[src/rtl/mux_n_pipe.sv]
// Registered N-way word selector with valid/ready handshake, direct-select and auto-scan modes.
// Optional MUXP_PARITY_EN adds out_parity, the XOR of the captured word.
module mux_n_pipe #(
  parameter int unsigned WIDTH    = 32,
  parameter int unsigned SEL_BITS = 5,
  parameter int unsigned NUM_CH   = 32
) (
  input  logic                      clock,
  input  logic                      reset,
  input  logic [WIDTH*NUM_CH-1:0]   data_in,
  input  logic [SEL_BITS-1:0]       select,
  input  logic                      mode,
  input  logic                      in_valid,
  output logic                      in_ready,
  output logic [WIDTH-1:0]          out_data,
  output logic [SEL_BITS-1:0]       out_sel,
  output logic                      out_err,
  output logic                      out_last,
  output logic                      out_valid,
`ifdef MUXP_PARITY_EN
  output logic                      out_parity,
`endif
  input  logic                      out_ready
);

  // One extra bit so NUM_CH == 2**SEL_BITS is representable.
  localparam logic [SEL_BITS:0]   NumChExt = (SEL_BITS + 1)'(NUM_CH);
  localparam logic [SEL_BITS-1:0] LastPtr  = SEL_BITS'(NUM_CH - 1);

  logic [WIDTH-1:0]    out_data_q, out_data_d;
  logic [SEL_BITS-1:0] out_sel_q, out_sel_d;
  logic                out_err_q, out_err_d;
  logic                out_last_q, out_last_d;
  logic                out_valid_q, out_valid_d;
  logic [SEL_BITS-1:0] scan_ptr_q, scan_ptr_d;

  logic                accept;
  logic [SEL_BITS-1:0] idx;
  logic                in_range;
  logic                ptr_at_last;
  logic [WIDTH-1:0]    sel_word;

  assign in_ready    = !out_valid_q || out_ready;
  assign accept      = in_valid && in_ready;
  assign idx         = mode ? scan_ptr_q : select;
  assign in_range    = {1'b0, idx} < NumChExt;
  assign ptr_at_last = (scan_ptr_q == LastPtr);

  // Out-of-range indices match no channel and leave the word at zero.
  always_comb begin
    sel_word = '0;
    for (int unsigned k = 0; k < NUM_CH; k++) begin
      if (idx == SEL_BITS'(k)) begin
        sel_word = data_in[k*WIDTH +: WIDTH];
      end
    end
  end

  always_comb begin
    out_data_d  = out_data_q;
    out_sel_d   = out_sel_q;
    out_err_d   = out_err_q;
    out_last_d  = out_last_q;
    out_valid_d = out_valid_q;
    scan_ptr_d  = scan_ptr_q;
    if (accept) begin
      out_data_d  = sel_word;
      out_sel_d   = idx;
      out_err_d   = !in_range;
      out_last_d  = mode && ptr_at_last;
      out_valid_d = 1'b1;
      if (mode) begin
        scan_ptr_d = ptr_at_last ? '0 : scan_ptr_q + 1'b1;
      end
    end else if (out_ready) begin
      out_valid_d = 1'b0;
    end
  end

  always_ff @(posedge clock) begin
    if (reset) begin
      out_data_q  <= '0;
      out_sel_q   <= '0;
      out_err_q   <= 1'b0;
      out_last_q  <= 1'b0;
      out_valid_q <= 1'b0;
      scan_ptr_q  <= '0;
    end else begin
      out_data_q  <= out_data_d;
      out_sel_q   <= out_sel_d;
      out_err_q   <= out_err_d;
      out_last_q  <= out_last_d;
      out_valid_q <= out_valid_d;
      scan_ptr_q  <= scan_ptr_d;
    end
  end

  assign out_data  = out_data_q;
  assign out_sel   = out_sel_q;
  assign out_err   = out_err_q;
  assign out_last  = out_last_q;
  assign out_valid = out_valid_q;

`ifdef MUXP_PARITY_EN
  logic out_parity_q, out_parity_d;

  // sel_word is zero on an error beat, so parity is zero there too.
  always_comb begin
    out_parity_d = out_parity_q;
    if (accept) begin
      out_parity_d = ^sel_word;
    end
  end

  always_ff @(posedge clock) begin
    if (reset) begin
      out_parity_q <= 1'b0;
    end else begin
      out_parity_q <= out_parity_d;
    end
  end

  assign out_parity = out_parity_q;
`endif

endmodule

[config.mk]
export PLATFORM = sky130hd
export DESIGN_NAME = mux_n_pipe
export DESIGN_NICKNAME = d
export VERILOG_FILES = /design/src/rtl/mux_n_pipe.sv
export SDC_FILE = /design/constraint.sdc
export NUM_CORES = 1
export LEC_CHECK = 0
export ABC_AREA = 1
export BUFFER_PORTS_ARGS = -buffer_cell sky130_fd_sc_hd__buf_2
export CAP_MARGIN = 20
export CORE_AREA = 2 2 421 423
export DETAILED_ROUTE_END_ITERATION = 8
export DIE_AREA = 0 0 423 425
export GPL_TIMING_DRIVEN = 0
export SLEW_MARGIN = 20
export SYNTH_ARGS = -nofsm -noshare
export SYNTH_HDL_FRONTEND = slang
export SYNTH_SLANG_ARGS = --single-unit
[constraint.sdc]
create_clock -name clock -period 4.53 [get_ports clock]
set_input_delay 0.2265 -clock clock [delete_from_list [all_inputs] [get_ports clock]]
set_output_delay 0.2265 -clock clock [all_outputs]
set_load 0.02 [all_outputs]
# Yosys cells after proc, flatten, opt, wreduce, memory -nomap -nowiden
# Index checks and enable logic that the tools add are counted.
dict set report totals {
  out_inout_bits 41
  mem_bits_rw 0
  reg_bits 44
  latchBits 0
  elab_cells 81
  in_bits 1034
  memories 0
  romBits 0
}
dict set report classes {
  n_eq_ne 32
  n_mux 36
  div 0
  addsub 1
  multipliers 0
  n_bitwise 0
  reduce_logical 7
  order_cmp 0
  shift 0
}
# operator count
set op_table {}
lappend op_table {{$mux W32} 32}
lappend op_table {{$eq A5 B5 Y1 const B} 17}
lappend op_table {{$eq A5 B4 Y1 const B} 8}
lappend op_table {{$eq A5 B3 Y1 const B} 4}
lappend op_table {{$eq A5 B2 Y1 const B} 2}
lappend op_table {{$mux W5} 2}
lappend op_table {{$add A5 B1 Y5 const B} 1}
lappend op_table {{$eq A5 B1 Y1 const B} 1}
lappend op_table {{$logic_not A5 Y1} 1}
lappend op_table {{$logic_and A1 B1 Y1} 2}
lappend op_table {{$mux W1} 2}
lappend op_table {{$reduce_and A2 Y1} 1}
lappend op_table {{$reduce_bool A2 Y1} 1}
lappend op_table {{$logic_not A1 Y1} 1}
lappend op_table {{$logic_or A1 B1 Y1} 1}

# Logic depth before layout (Yosys ltp)
# Gate-level depths: netlist of run 1.
dict set report depth {
  ltp_word 34
  depth_mapped 27
  mapped_depth_nobuf 26
}

# Least setup slack after synthesis of run 1
# OpenSTA, ideal clock, no wires.
dict set report synth_timing {
  path_type {register to register}
  start {register scan_ptr_q[0]}
  end {register out_data_q[25] (netlist: out_data[25])}
  required_ns 4.398
  arrival_time_ns 2.267
  setup_time_ns 0.132
  slack_ns 2.130
  stages_incl_launch_ff 26
  n_path_buf 2
  period_less_slack_ns 2.400
  path_cell_list {dfxtp_1 -> inv_1 -> nand2_1 -> nand2_1 -> nand2_2 -> nor2_4 -> nand2_2 -> buf_6 -> clkbuf_1 -> nor2_1 -> nor2_1 -> nand4_1 -> nor2_1 -> nand4_1 -> nor2_1 -> nand3_1 -> nand2_1 -> nand4_1 -> nand2_1 -> nand4_1 -> nor2_1 -> nand3_1 -> nand2_1 -> nand3_1 -> nand2_1 -> a21oi_1}
}
dict set report synth_via {
  elab_chain_cells 34
  word_cells_on_any_way 65
  cone_classes {31 x eq/ne; 33 x mux; 1 x reduce/logical}
}
# element line_no
set synth_lines {}
lappend synth_lines {{start: declaration} 35} ;# logic [SEL_BITS-1:0] scan_ptr_q, scan_ptr_d;
lappend synth_lines {{start signal: assignment} 94} ;# scan_ptr_q <= scan_ptr_d;
lappend synth_lines {{$mux W5 (*)} 45} ;# assign idx = mode ? scan_ptr_q : select;
lappend synth_lines {{$logic_not A5 Y1} 53} ;# if (idx == SEL_BITS'(k)) begin
lappend synth_lines {{$mux W32 (31 in series)} 53}
lappend synth_lines {{$mux W32 (*)} 53}
lappend synth_lines {{end signal: assignment} 89} ;# out_data_q <= out_data_d;
lappend synth_lines {{end: declaration} 30} ;# logic [WIDTH-1:0] out_data_q, out_data_d;
# Mark *: on every way between the ends. The rest lies on a longest branch, timed or not.
# A chain may end at the register's enable or synchronous reset.

# Worst setup path in the final report of run 1
dict set report layout_timing {
  start {register scan_ptr_q[1]}
  end {register out_data_q[25] (netlist: out_data[25])}
}
# Same word-level chain as after synthesis.

==> results.md, run 1 <==
- Most frequent cells in the layout: buf_2 (1082), nand2_1 (865), inv_1 (296)
- Via density: about 3.5
- Final nets: 4520
- Cells after synthesis: 2337
- Core area: between 150000 and 200000 um2
- Skew-Pair Late Insertion Delay: approximately 350 ps
- Final Util: 0.124
- Min-Delay Path Class: in2reg
- Post-synth top area cell: nand2_1
- Clock slew at reported path FFs: about 100 ps
- TritonCTS clock tree: yes
- Placed inst area: between 15000 and 20000 um2
- Clk sink count: 44
- CP Launch Type: flop
- Std-Cell Rows: about 150
- Status: finished, violations left
- Arrival time at the worst endpoint: roughly 5300 ps
- Largest net degree at the start of global routing: 16
- VDD IR-drop max: around 0.20 mV
- WP data required: around 4700 ps
- Syn Area/Cell: about 4.6 um2
- Max-Cap Viols: 0
- Worst hold path depth: 5
- Drt total wl: around 160 mm
- Die ar.: between 150000 and 200000 um2
- Tmin final: between 5000 and 6000 ps
- Port buffer count: 1072
- Register area share after synthesis: 0.0818
- Seq cells post-synth: 44
- Final setup vio count: 19
- Area growth syn-to-layout: 101%
- DR pass1 iterations: 6
- Final Slew Violations: 0
- F_max: roughly 0.2 GHz
- DPL Wire Length: 144 mm
- Die Y: approximately 430 um
- Proportion of layout cells with a drive suffix above 1: 0.457
- Antenna Nets Post-Route: 0
- Routed WL per cell: 27.0 um
- # H-tree levels: 2
- Slew headroom: 0.196
- Cell area after layout: 21700 um2
- Post-synthesis cell type count: 29
- Setup Slack @ Placement: -2360 ps
- Starting Density: 0.0614
- Initial antenna violation count: 90
- Worst slew pin tran: 1210 ps
- Cts bufs inserted: 5
- Count of hold buffers inserted by post-cts repair: 0
- Synth warnings: 0
- Setup CP Type: reg2reg
- Placed cells: roughly 5800
- Final std cells w/o fill: roughly 5900
- PnR worst setup slack: -559 ps
- Synth area leaders: nand2_1 (34%), inv_1 (11%), nand4_1 (9.9%)
- RSZ-0062 raised after global routing: true
- Initial DRC Count: 1832
- Grt ovf: 0
- Top Ports: between 1000 and 1500
- Root buf cell: clkbuf_16
- Hold Startpoint: data_in[948]
- Pwr per Cell Area: approximately 170 nW/um2
- Area share of the largest cell type after synthesis: 0.340
- GPL Wtd Cong: roughly 1.0
- Fillers: about 21000
- Critical path fanouts, max: 5
- Violated checks: setup timing
- Commonest non-fill, non-tap cell in the layout: buf_2
- First-pass GRT wire length: 195 mm
- Post-route DRC: 0
- Clock Skews: between 20 and 30 ps
- Worst flop-to-flop path endpoint: out_data[25]
- Vias in the first global route: 19300
- Worst Reg-to-Reg Cells: 27
- P_leak: between 10 and 15 nW
- R2r startpoint: scan_ptr_q[1]
- Mapped Area: 10800 um2
- CP Capture Type: flop
- Fin. Hold Viols: 0
- Worst hold endpoint: out_data[20]
- Syn_nets: 3373
- Final worst-path cycle share: 1.12
- Fin Setup TNS: -3050 ps
- Chip width: approximately 420 um
- Via count: between 20000 and 25000
- FF-to-FF setup slack: -560 ps
- CTS Buffer Depth: 2
- Total Routing Usage GR: 0.166
==> how the worst max path moves through the flow <==
stage / cells after the start / to / start / slack, ps
detailed placement: 26 / out_data[5] / scan_ptr_q[0] / -2360
floorplan: 25 / out_data[25] / scan_ptr_q[0] / 2130
global placement: 26 / out_data[5] / scan_ptr_q[0] / -2380
finish: 27 / out_data[25] / scan_ptr_q[1] / -560
CTS: 24 / out_data[31] / scan_ptr_q[0] / -690
global route: 24 / out_data[31] / scan_ptr_q[1] / -640
==> power breakdown <==
group	internal (mW)	total, mW	leakage, nW	switching [mW]
clock	0.265	0.501	0.0807	0.236
combinational	0.854	2.83	10.3	1.98
sequential	0.427	0.452	0.364	0.0243
==> metal layers <==
metal	up-vias	share of wire	GRT usage
met3	255	0.078	0.0376
met4	28	0.049	0.0638
met2	1224	0.51	0.305
met5	-	0.0012	0
met1	9692	0.37	0.185
li1	9579	-	-
==> kinds of logic (layout without fill, tap and decap cells) <==
family,Yosys count,after routing,synth area share
DFF,44,44,0.0818
buffers and inverters,431,1579,0.157
AOI/OAI and AO/OA,167,167,0.0791
other,1,40,0.000348
and+or+nand+nor,1691,1691,0.679
adders and majority gates,2,2,0.00232
xor gates and xnor gates,1,1,0.000813
==> what timing repair did <==
action / in CTS / in global routing
gates resized for setup: 369 / 103
cloned: 1 / 0
setup endpoints to repair: 32 / 32
pin swaps: 233 / 269
buffers inserted: 52 / 12
==> sequential cells by signal, summed over array words and instances (netlist names) <==
name / count
out_valid: 1
out_last: 1
out_sel: 5
scan_ptr_q: 5
out_data: 32
==> area by class of cell <==
cell class,count,area [um2],share of cell area
multi-input combinational,1862,9590,0.442
timing repair buffer,1141,6040,0.279
tap,2340,2930,0.135
inverter,308,1160,0.0537
sequential,44,890,0.0410
buffer,122,793,0.0366
clock buffer,5,125,0.00577
antenna,39,97.6,0.00450
clock inverter,3,46.3,0.00214
==> per-stage QoR <==
step / power [mW] / hold slack (ps)
after floorplan: 1.17 / 448
after global placement: 3.00 / 451
after detailed placement: 3.02 / 453
after CTS: 3.86 / 220
after global routing: 4.00 / 273
final: 3.79 / 244
==> worst max-delay path, stage by stage, from the launching register on <==
cell and delay, ps:
dfxtp_2 370, inv_1 70, nand2_1 70, nand2_2 100
nand2_2 130, nor2_2 80, buf_6 160, buf_4 140
nand3_1 60, nand2_1 60, nor2_2 130, nand4_1 120
nor2_1 100, nand4_1 460, nor2_1 280, nand4_1 770
nor2_1 380, nand3_1 140, nand2_2 110, nand4_1 130
nand2_4 170, nand4_1 170, nor2_2 180, nand3_4 160
nand2_4 120, nand3_1 70, nand2_1 80, a21oi_1 60
==> Yosys cell counts <==
cell type,n
ha_1,2
o21ai_1,1
nor2_4,3
inv_1,304
o21bai_1,2
nand2_2,7
or2_2,106
buf_2,25
conb_1,1
o21ai_0,52
nand3_1,115
dfxtp_1,44
o21ai_4,1
a21oi_1,111
nand2_4,2
clkbuf_1,91
nand4_1,171
nor3_1,1
nand2_1,977
nor2_1,282
inv_2,3
clkinv_1,1
buf_4,3
nand3b_1,1
or2_0,17
buf_6,4
nor2_2,5
or2_1,4
xor2_1,1
Power figures use the tool's default switching activity.
==> inputs of run 2 (changes only) <==
--- a/config.mk
+++ b/config.mk
@@ -5,13 +5,11 @@
 export SDC_FILE = /design/constraint.sdc
 export NUM_CORES = 1
 export LEC_CHECK = 0
-export ABC_AREA = 1
 export BUFFER_PORTS_ARGS = -buffer_cell sky130_fd_sc_hd__buf_2
 export CAP_MARGIN = 20
-export CORE_AREA = 2 2 421 423
+export CORE_AREA = 2 2 417 419
 export DETAILED_ROUTE_END_ITERATION = 8
-export DIE_AREA = 0 0 423 425
-export GPL_TIMING_DRIVEN = 0
+export DIE_AREA = 0 0 419 421
 export SLEW_MARGIN = 20
 export SYNTH_ARGS = -nofsm -noshare
 export SYNTH_HDL_FRONTEND = slang
==> results.md, run 2 <==
- Die ar.: 176000 um2
- Count of hold buffers inserted by post-cts repair: 0
- Synth Area in Compound Gates: 0.560
- VDD IR-drop max: 0.140 mV
- Post-synth top cells: nor2_1 (172), nand2_1 (128), a21oi_1 (119), o21ai_0 (107), o22ai_1 (107)
- Final nets: 3816
- Tmin final: roughly 4400 ps
- RSZ-0062 raised after global routing: false
- Register area share after synthesis: 0.0786
- Fin Setup TNS: 0 ps
- Cells after synthesis: 1654
- Hold Slack: approximately 190 ps
- Std-Cell Rows: between 150 and 200
- TritonCTS clock tree: yes
- CTS Buffer Depth: 2
- Critical path fanouts, max: between 40 and 50
- Clock slew at reported path FFs: about 100 ps
- Syn Area/Cell: 6.78 um2
- Clk sink count: 44
- Fin. Hold Viols: 0
- Final setup vio count: 0
- Min-Delay Path Class: in2reg
- Status: finished clean
- Placed inst area: 20600 um2
- Cts bufs inserted: 5
- Antenna Nets Post-Route: 0
- Commonest non-fill, non-tap cell in the layout: buf_2
- DPL Wire Length: 199 mm
- Routed WL per cell: approximately 43 um
- Starting Density: 0.0650
- Vias in the first global route: approximately 22000
- Final worst-path cycle share: 0.982
- Final Slew Violations: 0
- Largest net degree at the start of global routing: 44
- CP Launch Type: input port
- Cell area after layout: ~21000 um2
- Core area: 172000 um2
- Root buf cell: clkbuf_16
- Setup CP Type: in2reg
- Max-Cap Viols: 0
- Slew headroom: 0.193
- Top Ports: around 1100
- F_max: around 0.22 GHz
- Proportion of layout cells with a drive suffix above 1: 0.509
- Largest family of logic cells by synthesized area: compound AO/OA/AOI/OAI gates
- Post-CTS setup buffers: 0
- Arrival time at the worst endpoint: 4670 ps
- Initial antenna violation count: roughly 210
- Net Switching: approximately 1.6 mW
- FF-to-FF setup slack: 160 ps
- Initial DRC Count: ~2900
- Post-route DRC: 0
- Post-synthesis cell type count: just over 100
- Drt total wl: 223 mm
- Worst slew pin tran: 1210 ps
- Total Routing Usage GR: 0.240
- Clock share of power: 0.183
- Area share of the largest cell type after synthesis: 0.0786
- WP data required: roughly 4800 ps
- Logic gate share of total power: 0.659
- First-pass GRT wire length: approximately 270 mm
- Chip width: 419 um
- Max FFs per register: 32
- Synth async-reset ratio: 0
- Via count: 23000
- Mapped Area: 11200 um2
- Syn_nets: between 2000 and 3000
- Pwr per Cell Area: approximately 140 nW/um2
- Area growth syn-to-layout: 87.9%
- # H-tree levels: 2
- Most frequent cells in the layout: buf_2 (1073), buf_4 (216), nor2_1 (166)
- Via density: 4.41
- Adder-cell share of the synthesized area: 0.00223
- Number of flops mapped to enable cells by yosys: 0
- Final Util: 0.122
- P_leak: between 8 and 9 nW
- Synth warnings: 0
- Post-synth top area cell: dfxtp_1
- Sequential power share: 0.158
- Die Y: around 420 um
- Post-synth top flop: dfxtp_1
- Multiplexer share of the synthesized area: 0.00580
- GPL Wtd Cong: around 1
- Synth area leaders: dfxtp_1 (7.9%), o22ai_1 (6.0%), nor2_1 (5.8%)
- DR pass1 iterations: 8
- Skew-Pair Late Insertion Delay: about 360 ps
- Port buffer count: 1073
- Xor-xnor portion of the synthesized cell area: 0.00156
- Sw frac: 0.528
- Top-count cell post-synth: nor2_1
- Clock Skews: roughly 19 ps
- Fillers: around 20000
- Synth Area in Simple Gates: 0.266
- Seq cells post-synth: 44
- Grt ovf: 0
- Cell internal pwr: 1.41 mW
- CP Capture Type: flop
==> run 2: cell count changes after synthesis, moves of 66 or more <==
cell / previous run / this run
nand2_1: 977 / 128
inv_1: 304 / 6
nand4_1: 171 / 13
nor2_1: 282 / 172
o22ai_1: 0 / 107
or2_2: 106 / 0
a22oi_1: 0 / 82
nand3_1: 115 / 49
==> run 2: worst max-delay path: stages <==
cell       delay, ps
buf_4            440
buf_4            280
or3_1            490
a22oi_2          290
buf_4            290
a222oi_1         720
o2111ai_1        220
a2111oi_0        480
buf_4            240
o22ai_1          230
buf_4            270
o21ai_1          270
a211oi_1         130
==> run 2: cells by family (layout without fill, tap and decap cells) <==
family	after synthesis	in the layout
AO/OA/AOI/OAI	844	844
XOR/XNOR	2	2
adder cells (fa/ha/maj)	2	2
buffers and inverters	185	1312
flip-flops	44	44
multiplexers	6	6
other	1	113
AND/OR/NAND/NOR	570	570
==> run 2: final timing paths <==
path / startpoint / endpoint / depth (start not counted)
worst max-delay path: mode / out_data[10] / 13
worst min-delay path: in_valid / out_valid / 3
worst max register to register: scan_ptr_q[3] / out_data[10] / 12
worst min register to register: out_last / out_last / 2
==> run 2: routing by layer <==
layer / vias up / routed length, um / GRT usage
met2: 1794 / 107000 / 0.412
met3: 578 / 19000 / 0.0651
li1: 9241 / - / -
met5: - / 615 / 0
met1: 11300 / 80400 / 0.263
met4: 102 / 15700 / 0.139
==> run 2: layout make-up <==
class	count	area [um2]	share of cell area
inverter	6	22.5	0.00107
antenna	112	280	0.0133
clock buffer	5	125	0.00594
timing repair buffer	1298	7160	0.340
tap	2325	2910	0.138
sequential	44	883	0.0419
multi-input combinational	1425	9640	0.457
clock inverter	3	46.3	0.00220
==> run 2: timing repair <==
action / CTS / global route
endpoints found under the setup margin: 5 / 3
pin swaps: 0 / 0
endpoints found under the hold margin: 0 / 0
resized for setup: 1 / 2
==> run 2: power by group through the flow <==
stage	Clock, mW	Combinational [mW]	Sequential, mW
finish	0.547	1.96	0.471
global route	0.593	2.02	0.473
CTS	0.607	1.95	0.471
detailed placement	0	1.95	0.480
global placement	0	1.95	0.480
floorplan	0	0.548	0.489
==> run 2: stage by stage <==
stage | power [mW] | std cells | setup WS [ps]
after detailed placement | 2.43 | 5098 | -183
after global routing | 3.09 | 5180 | 181
after global placement | 2.43 | 5092 | -762
final | 2.98 | 5218 | 81.6
after CTS | 3.03 | 5106 | 111
after floorplan | 1.04 | 1654 | 2150
==> inputs of run 3 (changes only) <==
--- a/config.mk
+++ b/config.mk
@@ -7,9 +7,10 @@
 export LEC_CHECK = 0
 export BUFFER_PORTS_ARGS = -buffer_cell sky130_fd_sc_hd__buf_2
 export CAP_MARGIN = 20
-export CORE_AREA = 2 2 417 419
+export CORE_AREA = 2 2 413 415
 export DETAILED_ROUTE_END_ITERATION = 8
-export DIE_AREA = 0 0 419 421
+export DIE_AREA = 0 0 415 417
+export GPL_TIMING_DRIVEN = 0
 export SLEW_MARGIN = 20
 export SYNTH_ARGS = -nofsm -noshare
 export SYNTH_HDL_FRONTEND = slang
==> constraint.sdc (replaced) <==
create_clock -name clock -period 4.05 [get_ports clock]
set_input_delay 0.2025 -clock clock [delete_from_list [all_inputs] [get_ports clock]]
set_output_delay 0.2025 -clock clock [all_outputs]
set_load 0.02 [all_outputs]
==> results.md, run 3 (synthesis gave the netlist of run 2 again) <==
- Post-route DRC: 3
- Via count: approximately 23000
- Final setup vio count: 4
- Drt total wl: 228 mm
- Final Util: 0.125
- Area growth syn-to-layout: 88.3%
- Worst slew pin tran: between 1000 and 1500 ps
- Cts bufs inserted: 5
- CP max-delay cell: o22ai_4
- Max-Cap Viols: 0
- Antenna Nets Post-Route: 0
- Vias in the first global route: 22000
- GPL Wtd Cong: 0.953
- Die ar.: 173000 um2
- Tmin final: roughly 4200 ps
- DR pass1 iterations: 9
- Worst Reg-to-Reg Cells: 10
- DPL Wire Length: between 200 and 250 mm
- First-pass GRT wire length: about 270 mm
- Proportion of layout cells with a drive suffix above 1: 0.515
- CTS Buffer Depth: 2
- Routed WL per cell: 44.9 um
- CP max stage delay: about 620 ps
- Critical Path Most Common Cell: clkbuf_2
- Violated checks: DRC, setup timing
- Core area: 169000 um2
- VDD IR-drop max: 0.169 mV
- P_leak: 8.83 nW
- Fillers: just under 20000
- Grt ovf: 0
- Final Slew Violations: 0
- Max FFs per register: 32
- Worst-path cell chain: clkbuf_2 > buf_2 > and4bb_2 > o22ai_4 > clkbuf_2 > o22ai_1 > nor2_1 > a21boi_0 > o21ai_0 > nand2_1
- Placed inst area: between 20000 and 25000 um2
- R2r startpoint: scan_ptr_q[4]
- Most frequent cells in the layout: buf_2 (1129), nor2_1 (164), nand2_1 (123)
- Min-Delay Path Class: in2reg
- Chip width: between 400 and 500 um
- Status: finished, violations left
- CP Launch Type: flop
- Commonest non-fill, non-tap cell in the layout: buf_2
- Largest net degree at the start of global routing: 16
- Via density: between 4 and 5
- Skew-Pair Late Insertion Delay: 360 ps
- Worst hold endpoint: out_data[24]
- # H-tree levels: 2
- Clk sink count: 44
- TritonCTS clock tree: yes
- Final nets: 3815
- Slew headroom: 0.161
- FF-to-FF setup slack: -120 ps
- Port buffer count: between 1000 and 1500
- Die Y: between 400 and 500 um
- Pwr per Cell Area: between 150 and 200 nW/um2
- Total Routing Usage GR: 0.251
- PnR worst setup slack: -122 ps
- Setup CP Type: reg2reg
- Starting Density: 0.0665
- Worst hold path depth: 3
- RSZ-0062 raised after global routing: false
- Critical path fanouts, max: 10
- Top Ports: 1075
- Initial DRC Count: roughly 3400
- Hold Startpoint: data_in[792]
- Count of hold buffers inserted by post-cts repair: 0
- Cell area after layout: about 21000 um2
- Clock slew at reported path FFs: about 100 ps
- F_max: roughly 0.24 GHz
- Fin. Hold Viols: 0
- Std-Cell Rows: ~150
- WP data required: between 4000 and 5000 ps
- Worst flop-to-flop path endpoint: out_data[22]
- Root buf cell: clkbuf_16
- Arrival time at the worst endpoint: 4470 ps
- CP Capture Type: flop
- Final worst-path cycle share: 1.03
- Clock Skews: about 15 ps
- Initial antenna violation count: around 170
==> run 3: layer usage <==
metal | wire length [um] | track usage | part of all wire | up-vias
li1 | - | - | - | 9217
met1 | 79500 | 0.266 | 0.35 | 11400
met2 | 110000 | 0.434 | 0.48 | 1844
met3 | 22200 | 0.0829 | 0.097 | 562
met4 | 15500 | 0.144 | 0.068 | 126
met5 | 787 | 0 | 0.0034 | -
==> run 3: worst max-delay path, delay by kind of cell (launching register included) <==
family,cells,cell delay [ps]
AO/OA/AOI/OAI,4,1640
flip-flops,1,330
buffers and inverters,3,1140
AND/OR/NAND/NOR,3,950
==> run 3: timing repair <==
action,in CTS,in global routing
setup buffers,8,1
pin swaps,10,3
resized for setup,93,15
setup endpoints to repair,32,10
==> run 3: through the flow <==
stage / setup slack, ps / total power, mW / hold slack, ps / setup TNS (ps) / instances
3_3_place_gp: -3340 / 2.69 / 444 / -50610 / 4943
5_1_grt: 4.49 / 3.52 / 180 / 0 / 5041
3_5_place_dp: -1290 / 2.76 / 460 / -17030 / 4982
6_report: -122 / 3.44 / 146 / -250 / 5078
4_1_cts: 4.77 / 3.45 / 116 / 0 / 4997
2_1_floorplan: 1670 / 1.16 / 332 / 0 / 1654
==> run 3: cell type report <==
class / count / area, um2 / area share
timing repair buffer: 1119 / 5930 / 0.281
clock inverter: 3 / 46.3 / 0.00219
buffer: 178 / 1030 / 0.0488
tap: 2218 / 2780 / 0.131
clock buffer: 5 / 125 / 0.00592
antenna: 80 / 200 / 0.00948
multi-input combinational: 1425 / 10100 / 0.478
sequential: 44 / 882 / 0.0418
inverter: 6 / 22.5 / 0.00107
==> run 3: worst max-delay path by stage <==
stage	from	end	slack (ps)	cells past startpoint
2_1_floorplan	scan_ptr_q[1]	out_data[17]	1670	12
3_3_place_gp	scan_ptr_q[0]	out_data[27]	-3340	11
3_5_place_dp	scan_ptr_q[0]	out_data[27]	-1290	12
4_1_cts	scan_ptr_q[4]	out_data[28]	5	11
5_1_grt	scan_ptr_q[4]	out_data[28]	4	11
6_report	scan_ptr_q[4]	out_data[22]	-120	10
==> run 3: power breakdown <==
| part | internal, mW | switching (mW) |
|---|---|---|
| logic | 0.795 | 1.54 |
| registers | 0.471 | 0.0355 |
| clock network | 0.297 | 0.308 |
